$ cat config.mk
export PLATFORM = sky130hd
export DESIGN_NAME = seq_divider
export DESIGN_NICKNAME = d
export VERILOG_FILES = /design/src/rtl/seq_divider_pkg.sv /design/src/rtl/seq_divider_div_step.sv /design/src/rtl/seq_divider.sv
export SDC_FILE = /design/constraint.sdc
export NUM_CORES = 1
export LEC_CHECK = 0
export BUFFER_PORTS_ARGS = -buffer_cell sky130_fd_sc_hd__buf_4
export CORE_MARGIN = 2
export CORE_UTILIZATION = 24
export DETAILED_ROUTE_END_ITERATION = 16
export PLACE_DENSITY_LB_ADDON = 0.08
export SYNTH_ARGS = -nofsm -noshare
export SYNTH_HDL_FRONTEND = slang
export SYNTH_SLANG_ARGS = --single-unit
$ cat constraint.sdc
create_clock -name clk -period 3.3 [get_ports clk]
set_input_delay 0.66 -clock clk [delete_from_list [all_inputs] [get_ports clk]]
set_output_delay 0.66 -clock clk [all_outputs]
set_load 0.02 [all_outputs]
$ cat src/rtl/seq_divider_pkg.sv
// seq_divider_pkg: shared FSM state encoding and default operand width for seq_divider.
package seq_divider_pkg;
  localparam int WIDTH_DEF = 16;
  typedef enum logic [1:0] {IDLE, CALC, FIN} state_e;
endpackage

$ cat src/rtl/seq_divider_div_step.sv
// div_step: one restoring-division step (shift in next dividend bit, trial-subtract, keep or restore).
module div_step #(
  parameter int WIDTH = 16
) (
  input  logic [WIDTH:0]   rem_i,
  input  logic             bit_i,
  input  logic [WIDTH-1:0] div_i,
  output logic [WIDTH:0]   rem_o,
  output logic             q_o
);
  always_comb begin
    q_o   = {rem_i, bit_i} >= {2'b0, div_i};
    rem_o = q_o ? {rem_i[WIDTH-1:0], bit_i} - {1'b0, div_i} : {rem_i[WIDTH-1:0], bit_i};
  end
endmodule

$ cat src/rtl/seq_divider.sv
// seq_divider: sequential restoring divider, 2*WIDTH / WIDTH, one quotient bit per cycle.
// Define SEQ_DIVIDER_OVF_CHECK_EN to short-circuit operands whose quotient cannot fit in WIDTH bits.
module seq_divider
  import seq_divider_pkg::*;
#(
  parameter int WIDTH = WIDTH_DEF
) (
  input  logic               clk,
  input  logic               rst_n,
  input  logic               start,
  input  logic [2*WIDTH-1:0] dividend,
  input  logic [WIDTH-1:0]   divisor,
  output logic               busy,
  output logic               done,
  output logic [WIDTH-1:0]   quotient,
  output logic [WIDTH-1:0]   remainder,
  output logic               div_zero,
  output logic               ovf
);
  localparam int CW = $clog2(WIDTH + 1);
  state_e           state_q, state_d;
  logic [CW-1:0]    cnt_q, cnt_d;
  logic [WIDTH:0]   rem_q, rem_d, step_rem;
  logic [WIDTH-1:0] sh_q, sh_d, dvs_q, dvs_d;
  logic [WIDTH-1:0] quotient_q, quotient_d, remainder_q, remainder_d;
  logic             busy_q, busy_d, done_q, done_d, div_zero_q, div_zero_d, ovf_q, ovf_d;
  logic             step_q, accept, ovf_hit;
`ifdef SEQ_DIVIDER_OVF_CHECK_EN
  assign ovf_hit = dividend[2*WIDTH-1:WIDTH] >= divisor;
`else
  assign ovf_hit = 1'b0;
`endif
  assign accept = start && (state_q != CALC);
  div_step #(.WIDTH(WIDTH)) u_step (
    .rem_i(rem_q),
    .bit_i(sh_q[WIDTH-1]),
    .div_i(dvs_q),
    .rem_o(step_rem),
    .q_o  (step_q)
  );
  // sh_q starts as the low dividend half and fills with quotient bits as they shift out
  always_comb begin
    state_d     = state_q;
    cnt_d       = cnt_q;
    rem_d       = rem_q;
    sh_d        = sh_q;
    dvs_d       = dvs_q;
    quotient_d  = quotient_q;
    remainder_d = remainder_q;
    div_zero_d  = div_zero_q;
    ovf_d       = ovf_q;
    if (state_q == CALC) begin
      if (cnt_q == CW'(WIDTH)) begin
        state_d     = FIN;
        quotient_d  = sh_q;
        remainder_d = rem_q[WIDTH-1:0];
        div_zero_d  = 1'b0;
        ovf_d       = 1'b0;
      end else begin
        rem_d = step_rem;
        sh_d  = {sh_q[WIDTH-2:0], step_q};
        cnt_d = cnt_q + CW'(1);
      end
    end else if (accept) begin
      if (divisor == '0) begin
        state_d     = FIN;
        quotient_d  = '1;
        remainder_d = dividend[WIDTH-1:0];
        div_zero_d  = 1'b1;
        ovf_d       = 1'b0;
      end else if (ovf_hit) begin
        state_d     = FIN;
        quotient_d  = '1;
        remainder_d = '1;
        div_zero_d  = 1'b0;
        ovf_d       = 1'b1;
      end else begin
        state_d = CALC;
        rem_d   = {1'b0, dividend[2*WIDTH-1:WIDTH]};
        sh_d    = dividend[WIDTH-1:0];
        dvs_d   = divisor;
        cnt_d   = '0;
      end
    end else begin
      state_d = IDLE;
    end
    busy_d = state_d == CALC;
    done_d = state_d == FIN;
  end
  always_ff @(posedge clk or negedge rst_n) begin
    if (!rst_n) begin
      state_q     <= IDLE;
      cnt_q       <= '0;
      rem_q       <= '0;
      sh_q        <= '0;
      dvs_q       <= '0;
      quotient_q  <= '0;
      remainder_q <= '0;
      busy_q      <= 1'b0;
      done_q      <= 1'b0;
      div_zero_q  <= 1'b0;
      ovf_q       <= 1'b0;
    end else begin
      state_q     <= state_d;
      cnt_q       <= cnt_d;
      rem_q       <= rem_d;
      sh_q        <= sh_d;
      dvs_q       <= dvs_d;
      quotient_q  <= quotient_d;
      remainder_q <= remainder_d;
      busy_q      <= busy_d;
      done_q      <= done_d;
      div_zero_q  <= div_zero_d;
      ovf_q       <= ovf_d;
    end
  end
  assign busy      = busy_q;
  assign done      = done_q;
  assign quotient  = quotient_q;
  assign remainder = remainder_q;
  assign div_zero  = div_zero_q;
  assign ovf       = ovf_q;
endmodule

==> results of run 1 <==
## placed cells by master (no fill, tap or decap), drive strengths merged, types with 6 or more instances in the layout
cell and n:
nor2 61, nor3 6, and2 16, a21oi 82, inv 28, nor4 6, xor2 8, ha 18
o22a 16, mux2i 11, clkbuf 12, o22ai 9, dfrtp 91, buf 97, o21ai 34, nand2 48
nand3 6, a31oi 6
## critical path, cell delays in order, from the launching register on
cell	delay, ns
dfrtp_1	0.38
inv_1	0.14
ha_1	0.19
inv_1	0.06
fa_1	0.40
a21o_1	0.25
a221oi_4	0.38
o221ai_2	0.19
a21o_1	0.22
buf_12	0.17
a41oi_1	0.31
a21oi_1	0.12
## state kept, by name, summed over array words and instances, names as in the netlist
| name | flops |
|---|---|
| rem_q | 17 |
| dvs_q | 16 |
| quotient | 16 |
| remainder | 16 |
| sh_q | 16 |
| cnt_q | 5 |
| state_q | 2 |
| busy | 1 |
| div_zero | 1 |
| done | 1 |
## area by class of cell
| cell class | count | area [sq um] | share of cell area [%] |
|---|---|---|---|
| Timing Repair Buffer | 97 | 753 | 12.1 |
| Multi-Input combinational cell | 401 | 2480 | 39.8 |
| Sequential cell | 91 | 2280 | 36.6 |
| Clock buffer | 12 | 246 | 3.97 |
| Tap cell | 270 | 338 | 5.44 |
| Inverter | 27 | 101 | 1.63 |
| Clock inverter | 3 | 22.5 | 0.362 |
## layer usage
metal,track usage (%),vias to the layer above
met5,0,-
met2,23.7,92
met3,2.75,14
met1,20.7,2042
met4,4.81,0
li1,-,2120
## cell families after synthesis
logic type	after synthesis
AO/OA/AOI/OAI	188
XOR/XNOR	11
adder cells (fa/ha/maj)	19
buffers and inverters	63
flip-flops	91
multiplexers	14
other	1
AND/OR/NAND/NOR	168
## stage by stage
stage	cells	hold WS (ns)	setup slack (ns)	util, %	cell area (sq um)
after floorplan	555	0.364	0.763	-	5030
after global placement	886	0.469	0.400	29.1	5950
after detailed placement	886	0.476	0.355	29.1	5950
after CTS	901	0.493	0.335	30.4	6210
after global routing	901	0.512	0.238	30.4	6210
final	901	0.445	0.366	30.4	6210
## power groups by stage
stage	clock network (uW)	registers [uW]	logic [uW]
after detailed placement	0	2180	4660
after floorplan	0	2270	3180
after global routing	1080	2240	5210
after CTS	1040	2170	4690
after global placement	0	2190	4640
final	999	2150	4630
## path summary, 6_finish.rpt
path,startpoint,to,slack (ns),cells after the start
worst max-delay path,sh_q[15],rem_q[15],0.37,11
worst min-delay path,rst_n,dvs_q[9],0.45,1
worst max register to register,sh_q[15],rem_q[15],0.37,11
worst min register to register,div_zero,div_zero,0.48,2
max in group asynchronous,rst_n,rem_q[4],2.09,2
min in group clk,div_zero,div_zero,0.48,2
==> results.md, run 1 <==
* Status: completed
* Htree depth at 3
* Mux cell area share after synthesis at 2.86%
* Num Clock Sinks at 91
* Dpl hpwl at 11800 um
* # nets final at 697
* CTS buffer count at 9
* Most area-consuming cells after synthesis: dfrtp_1 (45%), a21oi_1 (8.1%), ha_1 (4.5%)
* Final Skew at 0.00536 ns
* Lkg Pwr at 0.00277 uW
* Vias at 4268
* Syn_nets at 625
* Min-Delay Path Class: in2async
* Area share of fa/ha/maj cells after synthesis at 4.88%
* Clock power share at 12.8%
* Layout cells sized above 1 at 19.7%
* Compound-Gate Fraction of Synth Area at 23.8%
* Post-synth top cells: dfrtp_1 (91), a21oi_1 (81), nor2_1 (60)
* Synth-to-Final Area Change at 23.6%
* Met2 Wirelength at 7370 um
* Fin crit share at 88.9%
* Routed WL per cell at 17.7 um
* Slew headroom at 37.1%
* FFs w/ async S/R, synth at 100%
* Max Fanout on Critical Path at 23
* CTS root buf: clkbuf_16
* Pint at 4180 uW
* Reg clk slew, reported paths at 0.07 ns
* Warning count from the yosys run at 0
* GPL Wtd Cong at 0.835
* CP Capture Type: register
* Mapped Cells at 555
* DRC Markers at 0
* Worst Path Required at 3.53 ns
* Post-synth EDFFs at 0
* I/O pin total at 87
* Vias per std cell at 4.74
* #FFs+latches synth at 91
* Avg Inst Size Synth at 9.06 sq um
* Post-CTS sizing at 0
* Max-slew violation count at 0
* Worst Path Arrival at 3.16 ns
* VDD IR max at 0.378 mV
* Comb power frac at 59.5%
* CTS tree: yes
* Prevailing post-synth register cell: dfrtp_1
* Total die area at 22100 sq um
* Row count at 52
* Max cap viols at 0
* DIE HEIGHT at 149 um
* Initial Utilization at 24.6%
* Largest net degree at the start of global routing at 70
* Top sig layer: met4
* Yosys cell types at 66
* TritonRoute pass-1 iters at 4
* First-pass GRT wire length at 25300 um
* Remaining global-route overflow at 0
* RSZ-0062 raised after global routing: no
* Switch Pwr at 3600 uW
* Hold buffers post-CTS at 0
* Die Span X at 149 um
* Max Freq at 341 MHz
* Endpoints failing hold at 0
* Post-Synthesis Cell Area at 5030 sq um
* Combinational family with the most area after synthesis: compound AO/OA/AOI/OAI gates
* Setup TNS at 0 ns
* Vias in the first global route at 4383
* # port buffers at 85
* Diode count at 0
* Initial antenna violation count at 0
* DRT iter0 DRCs at 235
* Antenna Nets Post-Route at 0
* Total power at 7790 uW
* Power share of the sequential group at 27.7%
* Worst-margin pin slew at 0.944 ns
* Sequential-to-total area share from yosys stat at 45.3%
* Worst setup SP type: register
* Synth Area in Simple Gates at 15.6%
* Core area at 20400 sq um
* Post-synth top area cell: dfrtp_1
* Synth Area in XOR/XNOR at 1.92%
* Met3 wire length at 589 um
* PwrDens at 1250 nW/um^2
* Share of the synthesized area in the top cell type at 45.3%
* Met1 WL at 7710 um
* Sw frac at 46.3%
* Worst Path Class, Setup: reg2reg
* Final min period at 2.93 ns
* Count leader, synth: dfrtp_1
* Final setup fails at 0
* Global Route Usage Sum at 15.0%
* Worst-Skew Late Latency at 0.35 ns
* Clk buf depth at 2
* Post CTS Setup Buffer Count at 0
* Fill count at 2199
* WL final at 15900 um
Power figures use the tool's default switching activity.
==> inputs of run 2 (changes only) <==
ABC_AREA = 1   (was unset)
CORE_UTILIZATION = 45   (was 24)
CTS_BUF_LIST = sky130_fd_sc_hd__clkbuf_8   (was unset)
==> run 2 against run 1 <==
Design area shrank 2.3%. First-iteration DRC count grew 46%. Cell count shrank 0.22%. Worst setup slack gained 0.56 ns. Flip-flop and latch count is the same. Worst hold slack lost 0.19 ns. Clock power shrank 18%. Critical endpoint is now rem_q[5].
==> results.md, run 2 <==
* # nets final at 824
* PwrDens at 1210 nW/um^2
* Num Clock Sinks at 91
* Placed insts at 883
* Largest net degree at the start of global routing at 53
* Worst-Skew Late Latency at 0.38 ns
* DIE HEIGHT at 111 um
* CP bufs+invs at 1
* Commonest non-fill, non-tap cell in the layout: nand2_1
* Remaining global-route overflow at 0
* Register bank with the most flops: rem_q
* Final min period at 2.38 ns
* Worst-margin pin slew at 0.563 ns
* CP Capture Type: register
* Final Skew at 0.0160 ns
* Met2 GRT Util at 36.6%
* Largest stage delay, worst path at 0.44 ns
* Routing usage on met3 at 4.01%
* Vias per std cell at 5.08
* Post-synth top area cell: dfrtp_1
* Reg clk slew, reported paths at 0.10 ns
* Dpl hpwl at 10300 um
* Min-Delay Path Class: in2async
* Vias in the first global route at 4547
* Row count at 38
* Fin crit share at 72.1%
* Status: completed
* Initial Utilization at 46.6%
* Clk buf depth at 2
* Synth-to-Final Area Change at 18.6%
* Max cap viols at 0
* Initial antenna violation count at 0
* Worst Path Required at 3.61 ns
* M1 GR Usage at 33.0%
* Endpoints failing hold at 0
* First-pass GRT wire length at 23100 um
* Worst Path Arrival at 2.69 ns
* Compound-Gate Fraction of Synth Area at 12.3%
* Post-synth EDFFs at 0
* FFs w/ async S/R, synth at 100%
* Diode count at 0
* Prevailing post-synth register cell: dfrtp_1
* Area of the multi-input gates at 2350 sq um
* Most frequent cells in the layout: nand2_1 (190), inv_1 (91), dfrtp_1 (91), buf_4 (91), o21ai_0 (63)
* Core area at 11000 sq um
* Sequential cell area at 2280 sq um
* Avg Inst Size Synth at 7.58 sq um
* Slew headroom at 62.4%
* GPL Wtd Cong at 1.04
* Lkg Pwr at 0.00313 uW
* DRT iter0 DRCs at 342
* Worst setup SP type: register
* Fill count at 1073
* Area share of fa/ha/maj cells after synthesis at 4.79%
* #FFs+latches synth at 91
* Mapped Cells at 675
* Count leader, synth: nand2_1
* VDD IR max at 0.776 mV
* Antenna Nets Post-Route at 0
* Total power at 7330 uW
* DRC Markers at 0
* Worst Path Class, Setup: reg2reg
* Max-slew violation count at 0
* CP startpoint: rem_q[9]
* I/O pin total at 87
* Layout cells sized above 1 at 18.1%
* Post-Synthesis Cell Area at 5120 sq um
* Busiest layer in global routing: met2
* CP delay by family, top: simple AND/OR/NAND/NOR gates
* Hold buffers post-CTS at 0
* Post-synth top cells: nand2_1 (190), dfrtp_1 (91), inv_1 (91)
* # port buffers at 85
* Most area-consuming cells after synthesis: dfrtp_1 (44%), nand2_1 (14%), inv_1 (6.7%)
* Share of the synthesized area in the top cell type at 44.5%
* Area post-placement at 5860 sq um
* WL final at 13700 um
* CP max-delay cell: dfrtp_1
* Routed WL per cell at 15.2 um
* CTS root buf: clkbuf_8
* Reg-to-Reg Start: rem_q[9]
* Synth Area in XOR/XNOR at 1.88%
* Sequential-to-total area share from yosys stat at 44.5%
* Global Route Usage Sum at 23.6%
* Max Fanout on Critical Path at 23
* TritonRoute pass-1 iters at 5
* CTS tree: yes
* Mux cell area share after synthesis at 0%
* CTS buffer count at 9
* Warning count from the yosys run at 0
* Final setup fails at 0
* Post-CTS sizing at 0
* Final non-filler cell total at 899
* Post CTS Setup Buffer Count at 0
* Setup TNS at 0 ns
* Yosys cell types at 38
* Post-Layout Inst Area at 6070 sq um
* Die Span X at 111 um
* Max Freq at 420 MHz
* Htree depth at 3
* CP cell instances: ha_1 > nand2_2 > inv_1 > nand2_2 > nor4_1 > nand2_1 > nand2_4 > nand2_4 > nor2_8 > nand2_1 > nand3_2
* Max reg flops at 17
* RSZ-0062 raised after global routing: no
* Combinational family with the most area after synthesis: simple AND/OR/NAND/NOR gates
* Synth Area in Simple Gates at 26.8%
* Syn_nets at 745
* Total die area at 12200 sq um
* Vias at 4568
-- run 2: routing by layer --
metal  vias to the layer above  share of wire, %
met1                      2071                47
met4                         0               2.6
met3                        23               5.6
li1                       2317                 -
met5                         -                 0
met2                       157                45
-- run 2: stage by stage --
| stage | util (%) | hold slack (ns) | worst slack, ns |
|---|---|---|---|
| after floorplan | - | 0.364 | 1.37 |
| after global placement | 53.3 | 0.467 | 0.996 |
| after detailed placement | 53.3 | 0.475 | 0.994 |
| after CTS | 55.3 | 0.269 | 0.961 |
| after global routing | 55.3 | 0.291 | 0.689 |
| final | 55.3 | 0.258 | 0.921 |
-- run 2: cell type report --
cell class / instances / area share (%)
Clock buffer: 11 / 2.49
Clock inverter: 5 / 0.989
Inverter: 95 / 5.87
Multi-Input combinational cell: 465 / 38.7
Sequential cell: 91 / 37.5
Tap cell: 140 / 2.89
Timing Repair Buffer: 92 / 11.6
-- run 2: worst paths after layout --
kind	end	slack, ns	cells after the start
setup / recovery	rem_q[5]	0.92	11
hold / removal	sh_q[6]	0.26	1
setup reg to reg	rem_q[5]	0.92	11
hold reg to reg	dvs_q[10]	0.49	2
max in group asynchronous	dvs_q[12]	2.36	2
min in group clk	dvs_q[10]	0.49	2
-- run 2: logic make-up after synthesis --
| group | Yosys count |
|---|---|
| XOR/XNOR | 11 |
| AO/OA/AOI/OAI | 119 |
| other | 1 |
| flip-flops | 91 |
| adder cells (fa/ha/maj) | 19 |
| AND/OR/NAND/NOR | 315 |
| buffers and inverters | 119 |
-- run 2: where the power goes --
part	leakage, uW	internal (uW)	total, uW	switching (uW)
sequential	0.00104	1680	2020	346
clock	0.000106	394	819	424
combinational	0.00198	1630	4490	2860
total	0.00313	3700	7330	3630
==> inputs of run 3 (changes only) <==
clock period = 2.25 ns   (was 3.3 ns; I/O delays follow)
==> run 3 against run 2 <==
Count of clock-buffer cells in the layout down 1. Design area up 3.3%. Combinational power up 56%. Worst setup slack worse by 0.79 ns. Cell count up 2.2%. Global-route usage down 1.7 points. Routed wire length down 3.3%. Fmax up 12%. Core utilization up 1.8 points. Clock skew down 0.0015 ns.
==> results.md, run 3 (synthesis results as in run 2) <==
* R2R setup slack at 0.13 ns
* Lkg Pwr at 0.00320 uW
* Worst R2R End: rem_q[13]
* Row count at 38
* Final min period at 2.12 ns
* Register bank with the most flops: rem_q
* Max-slew violation count at 0
* Fin crit share at 94.1%
* Largest net degree at the start of global routing at 53
* CP bufs+invs at 3
* I/O pin total at 87
* Vias at 4597
* Vias in the first global route at 4414
* Die Span X at 111 um
* DRC Markers at 0
* Vias per std cell at 5.00
* Synth-to-Final Area Change at 22.5%
* CP max-delay cell: dfrtp_1
* Final setup fails at 0
* Sink of the worst hold path: dvs_q[14]
* Max reg flops at 17
* Most used cell, CP: nand2_2
* Status: completed
* Worst Path Class, Setup: reg2reg
* WL final at 13200 um
* Initial antenna violation count at 0
* Total die area at 12200 sq um
* PwrDens at 1770 nW/um^2
* GPL Wtd Cong at 0.873
* Min-Delay Path Class: in2reg
* Global Route Usage Sum at 21.9%
* Slew headroom at 66.5%
* Core area at 11000 sq um
* # port buffers at 85
* CTS root buf: clkbuf_8
* CTS buffer count at 9
* Post-Layout Inst Area at 6270 sq um
* Worst Path Arrival at 2.42 ns
* Layout cells sized above 1 at 21.3%
* # nets final at 844
* Largest stage delay, worst path at 0.38 ns
* Antenna Nets Post-Route at 0
* Max cap viols at 0
* Commonest non-fill, non-tap cell in the layout: nand2_1
* First-pass GRT wire length at 21800 um
* Area post-placement at 5970 sq um
* CTS tree: yes
* CP delay by family, top: simple AND/OR/NAND/NOR gates
* Routed WL per cell at 14.4 um
* Worst setup SP type: register
* Initial Utilization at 46.6%
* Htree depth at 3
* Max Freq at 472 MHz
* Reg clk slew, reported paths at 0.10 ns
* Most frequent cells in the layout: nand2_1 (188), buf_4 (108), inv_1 (91), dfrtp_1 (91), o21ai_0 (62)
* Worst hold stages at 3
* VDD IR max at 0.689 mV
* TritonRoute pass-1 iters at 4
* R2R depth at 13
* DIE HEIGHT at 111 um
* Setup TNS at 0 ns
* Clk buf depth at 2
* Startpoint of the worst hold path: divisor[14]
* Max Fanout on Critical Path at 9
* Num Clock Sinks at 91
* Worst-Skew Late Latency at 0.37 ns
* DRT iter0 DRCs at 366
* Final Skew at 0.0145 ns
* Dpl hpwl at 9970 um
* Endpoints failing hold at 0
* CP Capture Type: register
* Reg-to-Reg Start: dvs_q[13]
* CP cell instances: inv_1 > ha_1 > nand2_2 > inv_1 > nand2_2 > nor4_1 > nand2_2 > nand2_4 > buf_4 > nand3_1 > o21ai_0 > nand2_1 > nand2_1
* Worst Path Required at 2.55 ns
* Remaining global-route overflow at 0
* Diode count at 0
* Worst-margin pin slew at 0.502 ns
[run 3: cell types whose count changed in the layout (fill, tap and decap cells not counted), sizes merged]
cell | previous run | this run
buf | 92 | 110
dlygate4sd3 | 0 | 1
bufinv | 1 | 0
inv | 96 | 97
clkbuf | 11 | 10
nand2 | 201 | 202
clkinvlp | 1 | 2
[run 3: area by class of cell]
| class | instances | area (sq um) |
|---|---|---|
| Clock buffer | 10 | 138 |
| Clock inverter | 6 | 57.6 |
| Fill cell | 1083 | 4710 |
| Inverter | 95 | 357 |
| Multi-Input combinational cell | 466 | 2410 |
| Sequential cell | 91 | 2280 |
| Tap cell | 140 | 175 |
| Timing Repair Buffer | 111 | 861 |
[run 3: layer usage]
layer / up-vias / global-route usage (%) / share of wire, %
li1: 2348 / - / -
met4: 0 / 4.83 / 0.98
met5: - / 0 / 0
met1: 2109 / 31.3 / 48
met3: 13 / 3.07 / 4.5
met2: 127 / 35.4 / 47
[run 3: tightest hold or removal path, delay by kind of cell]
kind / cells / cell delay [ns]
AO/OA/AOI/OAI: 1 / 0.07
buffers and inverters: 2 / 0.15
[run 3: power breakdown]
| part | leakage, uW | internal (uW) | total [uW] | switching, uW |
|---|---|---|---|---|
| clock | 0.0000923 | 452 | 1110 | 661 |
| sequential | 0.00104 | 2460 | 2990 | 535 |
| combinational | 0.00208 | 2720 | 7010 | 4280 |
| total | 0.00320 | 5630 | 11100 | 5480 |
[run 3: how the worst max path moves through the flow]
stage                 to  cells past startpoint  slack, ns  startpoint
2_1_floorplan  rem_q[16]                     14       0.32    sh_q[15]
3_3_place_gp   rem_q[16]                     14       0.11    sh_q[15]
3_5_place_dp   rem_q[16]                     14       0.08    sh_q[15]
4_1_cts        rem_q[16]                     14       0.07    sh_q[15]
5_1_grt         rem_q[2]                     13     -0.002    rem_q[7]
6_report       rem_q[13]                     13       0.13   dvs_q[13]
[run 3: what timing repair did]
item / 4_1_cts / 5_1_grt
hold buffers: 1 / 0
hold endpoints to repair: 22 / 0
resized for setup: 0 / 12
buffers inserted: 0 / 5
endpoints found under the setup margin: 0 / 15
[run 3: through the flow]
step                      total power, uW  instances  utilization, %  setup WS (ns)  hold slack [ns]
after detailed placement             9750        896            54.4         0.0833            0.396
final                               11100        919            57.1          0.132            0.351
after global placement               9630        896            54.4          0.108            0.387
after CTS                           10900        913            56.2         0.0655            0.352
after global routing                12200        919            57.1       -0.00211            0.354
after floorplan                      7660        675               -          0.317            0.154
